<file path="src/rtl/shift_rotate_pkg.sv">
// Op codes and FSM encoding shared by the sequential shift/rotate unit.
package shift_rotate_pkg;

  localparam logic [2:0] OP_SLL  = 3'b000;
  localparam logic [2:0] OP_SRL  = 3'b001;
  localparam logic [2:0] OP_ROL  = 3'b010;
  localparam logic [2:0] OP_ROR  = 3'b011;
  localparam logic [2:0] OP_SRA  = 3'b100;
  localparam logic [2:0] OP_RCL  = 3'b101;
  localparam logic [2:0] OP_RCR  = 3'b110;
  localparam logic [2:0] OP_RSVD = 3'b111;

  typedef enum logic [1:0] {
    ST_IDLE  = 2'd0,
    ST_SHIFT = 2'd1,
    ST_DONE  = 2'd2
  } state_t;

endpackage

</file>
<file path="src/rtl/shift_step.sv">
// One-position shift/rotate: next value and the bit moved out (or across carry).
module shift_step
  import shift_rotate_pkg::*;
#(
  parameter int WIDTH = 8
) (
  input  logic [WIDTH-1:0] value,
  input  logic             carry,
  input  logic [2:0]       op,
  output logic [WIDTH-1:0] next_value,
  output logic             next_carry
);

  always_comb begin
    next_value = value;
    next_carry = 1'b0;
    case (op)
      OP_SLL: begin next_value = {value[WIDTH-2:0], 1'b0};         next_carry = value[WIDTH-1]; end
      OP_SRL: begin next_value = {1'b0, value[WIDTH-1:1]};         next_carry = value[0];       end
      OP_ROL: begin next_value = {value[WIDTH-2:0], value[WIDTH-1]}; next_carry = value[WIDTH-1]; end
      OP_ROR: begin next_value = {value[0], value[WIDTH-1:1]};     next_carry = value[0];       end
      OP_SRA: begin next_value = {value[WIDTH-1], value[WIDTH-1:1]}; next_carry = value[0];     end
      // RCL/RCR rotate a WIDTH+1 bit ring whose extra bit is the carry
      OP_RCL: begin next_value = {value[WIDTH-2:0], carry};        next_carry = value[WIDTH-1]; end
      OP_RCR: begin next_value = {carry, value[WIDTH-1:1]};        next_carry = value[0];       end
      default: begin next_value = value;                           next_carry = 1'b0;           end
    endcase
  end

endmodule

</file>
<file path="src/rtl/shift_rotate_seq.sv">
// Multi-cycle shift/rotate: captures an operand on start, moves it one bit per
// clock, then pulses done with registered result/c/z.
module shift_rotate_seq
  import shift_rotate_pkg::*;
#(
  parameter int WIDTH = 8,
  localparam int CNT_W = $clog2(WIDTH)
) (
  input  logic             clk,
  input  logic             rst,
  input  logic             start,
  input  logic [CNT_W-1:0] shift_count,
  input  logic [WIDTH-1:0] data,
  input  logic [2:0]       operation,
  input  logic             cin,
  output logic             ready,
  output logic             busy,
  output logic             done,
  output logic [WIDTH-1:0] result,
  output logic             c,
  output logic             z
);

  state_t           state;
  logic [WIDTH-1:0] work_val;
  logic             work_c;
  logic [2:0]       work_op;
  logic [CNT_W-1:0] remaining;
  logic [WIDTH-1:0] step_val;
  logic             step_c;

  shift_step #(.WIDTH(WIDTH)) u_step (
    .value      (work_val),
    .carry      (work_c),
    .op         (work_op),
    .next_value (step_val),
    .next_carry (step_c)
  );

  assign ready = (state == ST_IDLE);
  assign busy  = ~ready;

  always_ff @(posedge clk) begin
    if (rst) begin
      state     <= ST_IDLE;
      work_val  <= '0;
      work_c    <= 1'b0;
      work_op   <= OP_SLL;
      remaining <= '0;
      result    <= '0;
      c         <= 1'b0;
      z         <= 1'b0;
      done      <= 1'b0;
    end else begin
      case (state)
        ST_IDLE: begin
          done <= 1'b0;
          if (start) begin
            work_val  <= data;
            work_c    <= cin;
            work_op   <= operation;
            remaining <= shift_count;
            if (shift_count == '0) begin
              // zero count is a pure pass-through, carry cleared for every op
              result <= data;
              c      <= 1'b0;
              z      <= (data == '0);
              done   <= 1'b1;
              state  <= ST_DONE;
            end else begin
              state <= ST_SHIFT;
            end
          end
        end
        ST_SHIFT: begin
          work_val  <= step_val;
          work_c    <= step_c;
          remaining <= remaining - 1'b1;
          if (remaining == CNT_W'(1)) begin
            result <= step_val;
            c      <= step_c;
            z      <= (step_val == '0);
            done   <= 1'b1;
            state  <= ST_DONE;
          end
        end
        ST_DONE: begin
          done  <= 1'b0;
          state <= ST_IDLE;
        end
        default: begin
          done  <= 1'b0;
          state <= ST_IDLE;
        end
      endcase
    end
  end

endmodule

</file>
<file path="config.mk">
export PLATFORM = sky130hd
export DESIGN_NAME = shift_rotate_seq
export DESIGN_NICKNAME = d
export VERILOG_FILES = /design/src/rtl/shift_rotate_pkg.sv /design/src/rtl/shift_step.sv /design/src/rtl/shift_rotate_seq.sv
export SDC_FILE = /design/constraint.sdc
export NUM_CORES = 1
export LEC_CHECK = 0
export BUFFER_PORTS_ARGS = -buffer_cell sky130_fd_sc_hd__buf_2
export CORE_MARGIN = 1.5
export CORE_UTILIZATION = 45
export CTS_CLUSTER_DIAMETER = 60
export DETAILED_ROUTE_END_ITERATION = 6
export GPL_TIMING_DRIVEN = 0
export PLACE_DENSITY = 0.78
export RECOVER_POWER = 25
export SETUP_SLACK_MARGIN = 0.02
export SLEW_MARGIN = 15
export SYNTH_ARGS = -nofsm -noshare
export SYNTH_HDL_FRONTEND = slang
export SYNTH_HIERARCHICAL = 1
export SYNTH_SLANG_ARGS = --single-unit
</file>
<file path="constraint.sdc">
create_clock -name clk -period 2.4 [get_ports clk]
set_clock_uncertainty 0.1 [all_clocks]
set_input_delay 0 -clock clk [delete_from_list [all_inputs] [get_ports clk]]
set_output_delay 0 -clock clk [all_outputs]
set_load 0.02 [all_outputs]
</file>
After elaboration in Yosys (flattened, before gate mapping)
Cells that the tools add are included.
{ "word_totals": {"n_memories": 0, "ff_bits": 28, "romBits": 0, "latch_bits": 0, "mem_bits_rw": 0} }
{ "classes": {"mul": 0, "eq_ne": 11, "addsub": 1, "n_mux": 28, "magnitude_cmp": 0, "shift": 0, "n_bitwise": 1, "n_reduce_logical": 12, "div": 0} }
{ "op_table": {"columns": ["cell", "n"], "rows": [
  ["$pmux 8 s7", 1],
  ["$mux 8", 4],
  ["$pmux 8 s2", 2],
  ["$logic_not 8->1", 2],
  ["$mux 1", 10],
  ["$pmux 1 s2", 5],
  ["$eq 3x3->1 const B", 3],
  ["$eq 3x1->1 const B", 2],
  ["$eq 3x2->1 const B", 2],
  ["$logic_not 3->1", 2],
  ["$mux 2", 3],
  ["$pmux 3 s2", 1],
  ["$reduce_and 2->1", 3],
  ["$ne 2x2->1 const B", 2],
  ["$pmux 2 s2", 1],
  ["$reduce_and 4->1", 1],
  ["$reduce_or 4->1", 1],
  ["$mux 3", 1],
  ["$reduce_or 3->1", 1],
  ["$sub 3x1->3 const B", 1],
  ["$eq 2x1->1 const B", 1],
  ["$logic_not 2->1", 1],
  ["$ne 2x1->1 const B", 1],
  ["$reduce_bool 2->1", 1],
  ["$not 1->1", 1]
]} }

Longest topological paths before layout
Gate-level depths: netlist of run 1.
{ "depth": {"ltp_word": 5, "depth_mapped": 8, "ltp_nobuf": 6} }

Cells and area by module
The synthesis of run 1 kept the hierarchy.
{ "by_module_without_submodules": {"columns": ["module", "area_per_inst_um2", "n_inst", "cells_each", "seq_area_each_um2"], "rows": [
  ["shift_rotate_seq", 1275.0, 1, 158, 560.5],
  ["shift_step", 391.6, 1, 52, 0.0]
]} }

Least setup slack after synthesis of run 1
No wires, ideal clock.
{ "synth_timing": {"kind": "flip-flop to flip-flop", "start": "register work_op[1]", "end": "register z", "t_required_ns": 2.209, "path_stages_with_launch": 8, "arrival_time_ns": 1.664, "period_less_slack_ns": 1.854, "path_buffers": 1, "path_slack_ns": 0.546, "path_cell_list": "dfxtp_1 > buf_6 > mux2_4 > a211oi_2 > a21oi_1 > nor4_1 > nand3_1 > a311oi_1"} }
{ "synth_between": {"elab_chain_cells": 5, "elab_cells_between_ends": 11, "classes_between": "eq/ne (6); mux (3); reduce/logical (2)"} }
{ "synth_rtl": {"columns": ["element", "line", "source"], "rows": [
  ["from (decl)", "shift_rotate_seq.sv:27", "logic [2:0] work_op;"],
  ["from (signal assigned)", "shift_rotate_seq.sv:61", "work_op <= operation;"],
  ["$eq 3x3->1, or another cell as far along", "shift_step.sv:17", "case (op)"],
  ["$pmux 8 s7 *", "shift_step.sv:17", null],
  ["net step_val[6]", "shift_rotate_seq.sv:29", "logic [WIDTH-1:0] step_val;"],
  ["$logic_not 8->1 *", "shift_rotate_seq.sv:82", "z <= (step_val == '0);"],
  ["$mux 1 *", "shift_rotate_seq.sv:79", "if (remaining == CNT_W'(1)) begin"],
  ["$pmux 1 s2 *", "shift_rotate_seq.sv:55", "case (state)"],
  ["to (signal assigned)", "shift_rotate_seq.sv:67", "z <= (data == '0);"],
  ["to (signal assigned)", "shift_rotate_seq.sv:82", null],
  ["to (decl)", "shift_rotate_seq.sv:21", "output logic z"]
]} }
The timed path passes the listed nets; every way through them passes the cells marked *. The select of a mux whose other input is x is not followed.
A chain may end at the register's enable or synchronous reset.

Worst setup path after layout of run 1
Same ends and word-level chain as after synthesis.

==> results.yml, run 1 <==
synth:
  synth_area_per_cell_um2: 7.94
  synthCells: 210
  yosysUniqueCellTypes: 40
  yosysWarnings: 6
  mappedNetlistArea_um2: 1670
  ys_ff_latch: 28
  syn-num-nets: 230
  yosysSeqAreaShare_pct: 33.6
global_route:
  grt_overflow: 0
  grtUsageTotal_pct: 22.6
  grt_max_degree: 17
  grt_pass1_wl_mm: 7.53
  antenna_found_initial: 0
  grt_pass1_vias: 1625
critical_path:
  slowest_stage: "dfxtp_1"
  crit_path_end_kind: "register"
  critical_path_class: "register to register"
  crit_chain: "buf_6 -> mux2_4 -> a211oi_2 -> a21oi_1 -> nor4_1 -> nand3_1 -> a311oi_1"
  critPathLaunchType: "register"
  slowest_delay_ps: 380
  r2r_slack_ps: 330
  critPathMaxFanout: 10
  critPathRequiredTime_ps: 2490
  arrival_ps: 2150
cts:
  cts-htree-levels: 1
  path_clk_slew_ps: 100
  clock_path_buffers: 2
  cts_tree: "done"
  numCtsBuffers: 3
  insertion_delay_ps: 270
  cts_resized: 0
  cts_sinks: 28
  cts_root_buf: "clkbuf_8"
final_layout:
  fin_cells: 303
  mostFrequentLayoutCells: "nand2_1 (44), dfxtp_1 (28), buf_2 (24)"
  mostFrequentLayoutCell: "nand2_1"
  drive_above_1_share_pct: 16.0
  design_area_um2: 2070
  fillers: 327
  fin_nets: 278
  area.growth.synth_to_final_pct: 24.1
  multiInputGateArea_um2: 991
  post-route-util_pct: 60.1
  antenna_cells: 0
  seqCellArea_um2: 561
placement:
  gp_congestion: 0.868
  dp_hpwl_mm: 3.10
  dp.cells: 285
  postPlaceCellArea_um2: 1870
  io_buffer_count: 29
job:
  cap_violations: 0
floorplanning:
  ios: 31
  start_util_pct: 48.4
  die_h_um: 63.9
  rows: 21
  coreArea_um2: 3440
  die-area_um2: 4080
  die_x_um: 63.9
timing:
  rsz0062_at_grt: "no"
  slew_headroom_pct: 67.6
  holdWs_ps: 8.81
  slew_viol_final: 0
  setup_viol: 0
  worst_pin_slew_ps: 487
  hold_viol_final: 0
  period_share_pct: 86.1
  fin_crit_ps: 2070
  fmax_mhz: 484
  tns_ps: 0
routing:
  drt_iter0_markers: 230
  dr.pass1.iters: 4
  final_antenna_net_count: 0
  wl_per_cell_um: 14.1
  via_per_inst: 5.69
  vias: 1723
  finalWirelength_mm: 4.26
  drc_errors: 0
min_path:
  hold_class: "primary input to register"
power_and_ir_drop:
  p_per_area_nw_per_um2: 632
  vdd_drop_max_mv: 0.443
  leakage_uw: 0.000788
status:
  status: "finished clean"
[logic make-up (layout without fill, tap and decap cells)]
logic type / Yosys count / after routing / share of synthesized area [%]
and+or+nand+nor: 87 / 87 / 22.9
AOI/OAI and AO/OA: 57 / 57 / 25.6
buffers and inverters: 21 / 68 / 6.91
DFF: 28 / 28 / 33.6
muxes: 15 / 15 / 9.46
adders and majority gates: 2 / 2 / 1.50
[cell usage after synthesis, drive strengths merged]
master   count  area, um2
nand3        5       25.0
nor2        21       81.3
mux2i       12        120
clkbuf       5       18.8
and2         3       18.8
a21o         1       7.51
o21ba        1       10.0
mux2         3       37.5
a2bb2oi      1       8.76
a311oi      19        173
o22a         1       8.76
a21boi       1       7.51
a21oi       14       70.1
o21ai        7       35.0
nand2       44        165
nor3         3       15.0
a31oi        1       6.26
nor2b        2       12.5
or3          1       6.26
o22ai        1       20.0
nor4         2       12.5
buf         12       81.3
or3b         1       8.76
a22oi        1       7.51
or2b         1       7.51
inv          4       15.0
nand3b       1       7.51
nand2b       2       12.5
o21bai       4       30.0
ha           2       25.0
dfxtp       28        561
a211oi       5       42.5
and2b        1       8.76
[per-layer routing]
layer / up-vias / routed length [um] / GRT usage, %
met5: - / 0 / 0
met4: 0 / 38 / 2.72
met3: 8 / 307 / 4.05
met2: 68 / 2050 / 37.9
met1: 801 / 1870 / 31.0
li1: 846 / - / -
[worst paths after layout]
path,from,to,cells past startpoint
setup reg to reg,work_op[1],z,7
hold reg to reg,c,c,2
setup / recovery,work_op[1],z,7
hold / removal,shift_count[0],remaining[0],3
[critical path: cells and delay by family (launching register included)]
family                 cells  cell delay (ps)
AO/OA/AOI/OAI              3              600
AND/OR/NAND/NOR            2              420
flip-flops                 1              380
multiplexers               1              310
buffers and inverters      1              170
[metrics by stage]
step                      total power [uW]  setup slack [ps]
after global placement                 915               417
after detailed placement               924               367
after global routing                  1390               127
final                                 1310               334
after CTS                             1310               333
after floorplan                        820               546
[power breakdown]
group	internal (uW)	total, uW	switching [uW]
registers	510	557	47.5
logic	157	377	221
clock network	223	371	148
[final cells by class]
| type | count | area share (%) |
|---|---|---|
| multi-input cells | 161 | 47.9 |
| clock inverters | 1 | 1.45 |
| well taps | 46 | 2.78 |
| clock buffers | 3 | 2.00 |
| repair buffers | 43 | 13.2 |
| inverters | 4 | 0.726 |
| flip-flops and latches | 28 | 27.1 |
| plain buffers | 17 | 4.84 |
[state kept, by name, summed over array words and instances, names as in the netlist, 2 cells and up]
register / flops
remaining: 3
result: 8
state: 2
work_op: 3
work_val: 8
[repair_timing]
item,in CTS,in global routing
setup endpoints to repair,0,0
hold endpoints to repair,22,0
buffers inserted,0,0
hold buffers,14,0
Note: power is estimated with default switching activity, not from simulation.
==> run 2, diff against run 1 <==
--- a/config.mk
+++ b/config.mk
@@ -6,7 +6,7 @@
 export NUM_CORES = 1
 export LEC_CHECK = 0
 export BUFFER_PORTS_ARGS = -buffer_cell sky130_fd_sc_hd__buf_2
-export CORE_MARGIN = 1.5
+export CORE_MARGIN = 4
 export CORE_UTILIZATION = 45
 export CTS_CLUSTER_DIAMETER = 60
 export DETAILED_ROUTE_END_ITERATION = 6
@@ -17,5 +17,4 @@
 export SLEW_MARGIN = 15
 export SYNTH_ARGS = -nofsm -noshare
 export SYNTH_HDL_FRONTEND = slang
-export SYNTH_HIERARCHICAL = 1
 export SYNTH_SLANG_ARGS = --single-unit
==> constraint.sdc (replaced) <==
create_clock -name clk -period 2.2 [get_ports clk]
set_clock_uncertainty 0.1 [all_clocks]
set_input_delay 0 -clock clk [delete_from_list [all_inputs] [get_ports clk]]
set_output_delay 0 -clock clk [all_outputs]
set_load 0.02 [all_outputs]
==> results.yml, run 2 <==
timing:
  fin_ws_ps: 203
  slew_viol_final: 0
  tns_ps: 0
  worst_pin_slew_ps: 510
  holdWs_ps: 3.13
  fmax_mhz: 501
  fin_crit_ps: 2000
  slew_headroom_pct: 66.0
  hold_viol_final: 0
  rsz0062_at_grt: "no"
  period_share_pct: 90.8
  setup_viol: 0
synth:
  yosysUniqueCellTypes: 30
  yosysSeqAreaShare_pct: 34.5
  ys_ff_latch: 28
  yosys-top-cells-area: "dfxtp_1 (35%), mux2i_1 (17%), nor2_1 (9.0%), a21oi_1 (5.9%), nand2_1 (5.8%)"
  synth_top_flop_cell: "dfxtp_1"
  synth_top_area_share_pct: 34.5
  mappedNetlistArea_um2: 1620
  yosysWarnings: 0
  syn-num-nets: 230
  synth_common_cells: "nor2_1 (39), dfxtp_1 (28), mux2i_1 (27), nand2_1 (25), a21oi_1 (19)"
  synth_area_per_cell_um2: 7.73
  synthCells: 210
  synth.most_common_cell: "nor2_1"
  synthArstFlopShare_pct: 0
  synth_top_area_cell: "dfxtp_1"
  synth-edff-count: 0
cts:
  clock_path_buffers: 2
  path_clk_slew_ps: 140
  cts_root_buf: "clkbuf_4"
  cts_sinks: 28
  cts_tree: "done"
  insertion_delay_ps: 320
  cts-htree-levels: 1
  numCtsBuffers: 3
floorplanning:
  coreArea_um2: 3420
  rows: 21
  die-area_um2: 4630
  ios: 31
  die_h_um: 68.1
  die_x_um: 68.1
  start_util_pct: 47.5
placement:
  io_buffer_count: 29
  dp_slack_ps: 408
  gp_congestion: 0.842
  dp_hpwl_mm: 2.87
  dp.cells: 285
global_route:
  grt_overflow: 0
  grtUsageTotal_pct: 19.0
  antenna_found_initial: 0
  grt_pass1_vias: 1515
  grt_max_degree: 15
  grt_pass1_wl_mm: 6.81
routing:
  via_per_inst: 5.38
  drt_iter0_markers: 52
  final_antenna_net_count: 0
  finalWirelength_mm: 4.03
  wl_per_cell_um: 13.4
  dr.pass1.iters: 4
  drc_errors: 0
  vias: 1613
power_and_ir_drop:
  leakage_uw: 0.000822
  p_per_area_nw_per_um2: 577
  power.share.clock_pct: 18.4
  vdd_drop_max_mv: 0.446
  combPwrFrac_pct: 29.6
  seqPwrFrac_pct: 52.0
  p_sw_uw: 376
  p_int_uw: 752
  swShare_pct: 33.3
final_layout:
  fillers: 326
  drive_above_1_share_pct: 13.0
  mostFrequentLayoutCells: "nor2_1 (39), dfxtp_1 (28), mux2i_1 (27)"
  antenna_cells: 0
  reg_top3: "result x8, work_val x8"
  fin_nets: 276
  mostFrequentLayoutCell: "nor2_1"
  fin_cells: 300
  area.growth.synth_to_final_pct: 20.5
critical_path:
  slowest_delay_ps: 570
  critPathMaxFanout: 9
  slowest_stage: "dlygate4sd3_1"
  crit_path_end_kind: "register"
  crit_chain: "nor2_1 -> and2_1 -> clkbuf_1 -> nand2_1 -> a21oi_1 -> dlygate4sd3_1"
  critPathLaunchType: "register"
  arrival_ps: 2170
  critPathRequiredTime_ps: 2370
  critical_path_class: "register to register"
status:
  status: "finished clean"
min_path:
  hold_class: "primary input to register"
job:
  cap_violations: 0
## run 2: per-layer routing
metal  wire length, um  vias to the layer above  track usage (%)
met5                 0                        -                0
met4                42                        0             6.95
met3               163                        4             1.64
met2              2010                       42             33.0
met1              1810                      753             24.5
li1                  -                      814                -
## run 2: repair_timing
action,4_1_cts,5_1_grt
buffers inserted,0,0
hold buffers,12,0
endpoints found under the setup margin,0,0
hold endpoints to repair,12,0
gates resized for setup,0,0
## run 2: per-stage QoR
step                      area (um2)  power [uW]  util (%)
after floorplan                 1620         824         -
after global placement          1830         905      53.5
after detailed placement        1830         910      53.5
final                           1960        1130      57.3
after global routing            1960        1200      57.3
after CTS                       1970        1130      57.7
## run 2: final cells by class
type	count	area, um2	share of cell area [%]
buffer	15	90.1	4.60
clock buffer	3	22.5	1.15
inverter	4	15.0	0.767
multi-input combinational	163	958	49.0
sequential	28	561	28.6
tap	46	57.6	2.94
timing repair buffer	41	253	12.9
## run 2: final timing paths
check,startpoint,to,slack [ps],cells after the start
max,state[0],work_op[1],200,6
min,data[6],result[6],3,5
max reg2reg,state[0],work_op[1],200,6
min reg2reg,done,done,370,2
## run 2: power by group through the flow
stage,logic [uW],clock network [uW],registers (uW)
floorplan,229,0,595
global placement,310,0,595
detailed placement,314,0,597
CTS,333,213,586
global route,376,228,592
finish,334,208,586
## run 2: logic make-up (layout without fill, tap and decap cells)
kind of cell               after synthesis  count (layout)  share of synthesized area [%]
buffers and inverters                   19              63                           6.47
DFF                                     28              28                           34.5
adders and majority gates                2               2                           1.54
and+or+nand+nor                         88              88                           23.8
AOI/OAI and AO/OA                       46              46                           17.0
muxes                                   27              27                           16.6
## run 2: worst max-delay path, delay by kind of cell (launching register included)
| kind | cells | cell delay (ps) |
|---|---|---|
| DFF | 1 | 370 |
| buffers and inverters | 2 | 870 |
| and+or+nand+nor | 3 | 470 |
| AOI/OAI and AO/OA | 1 | 140 |
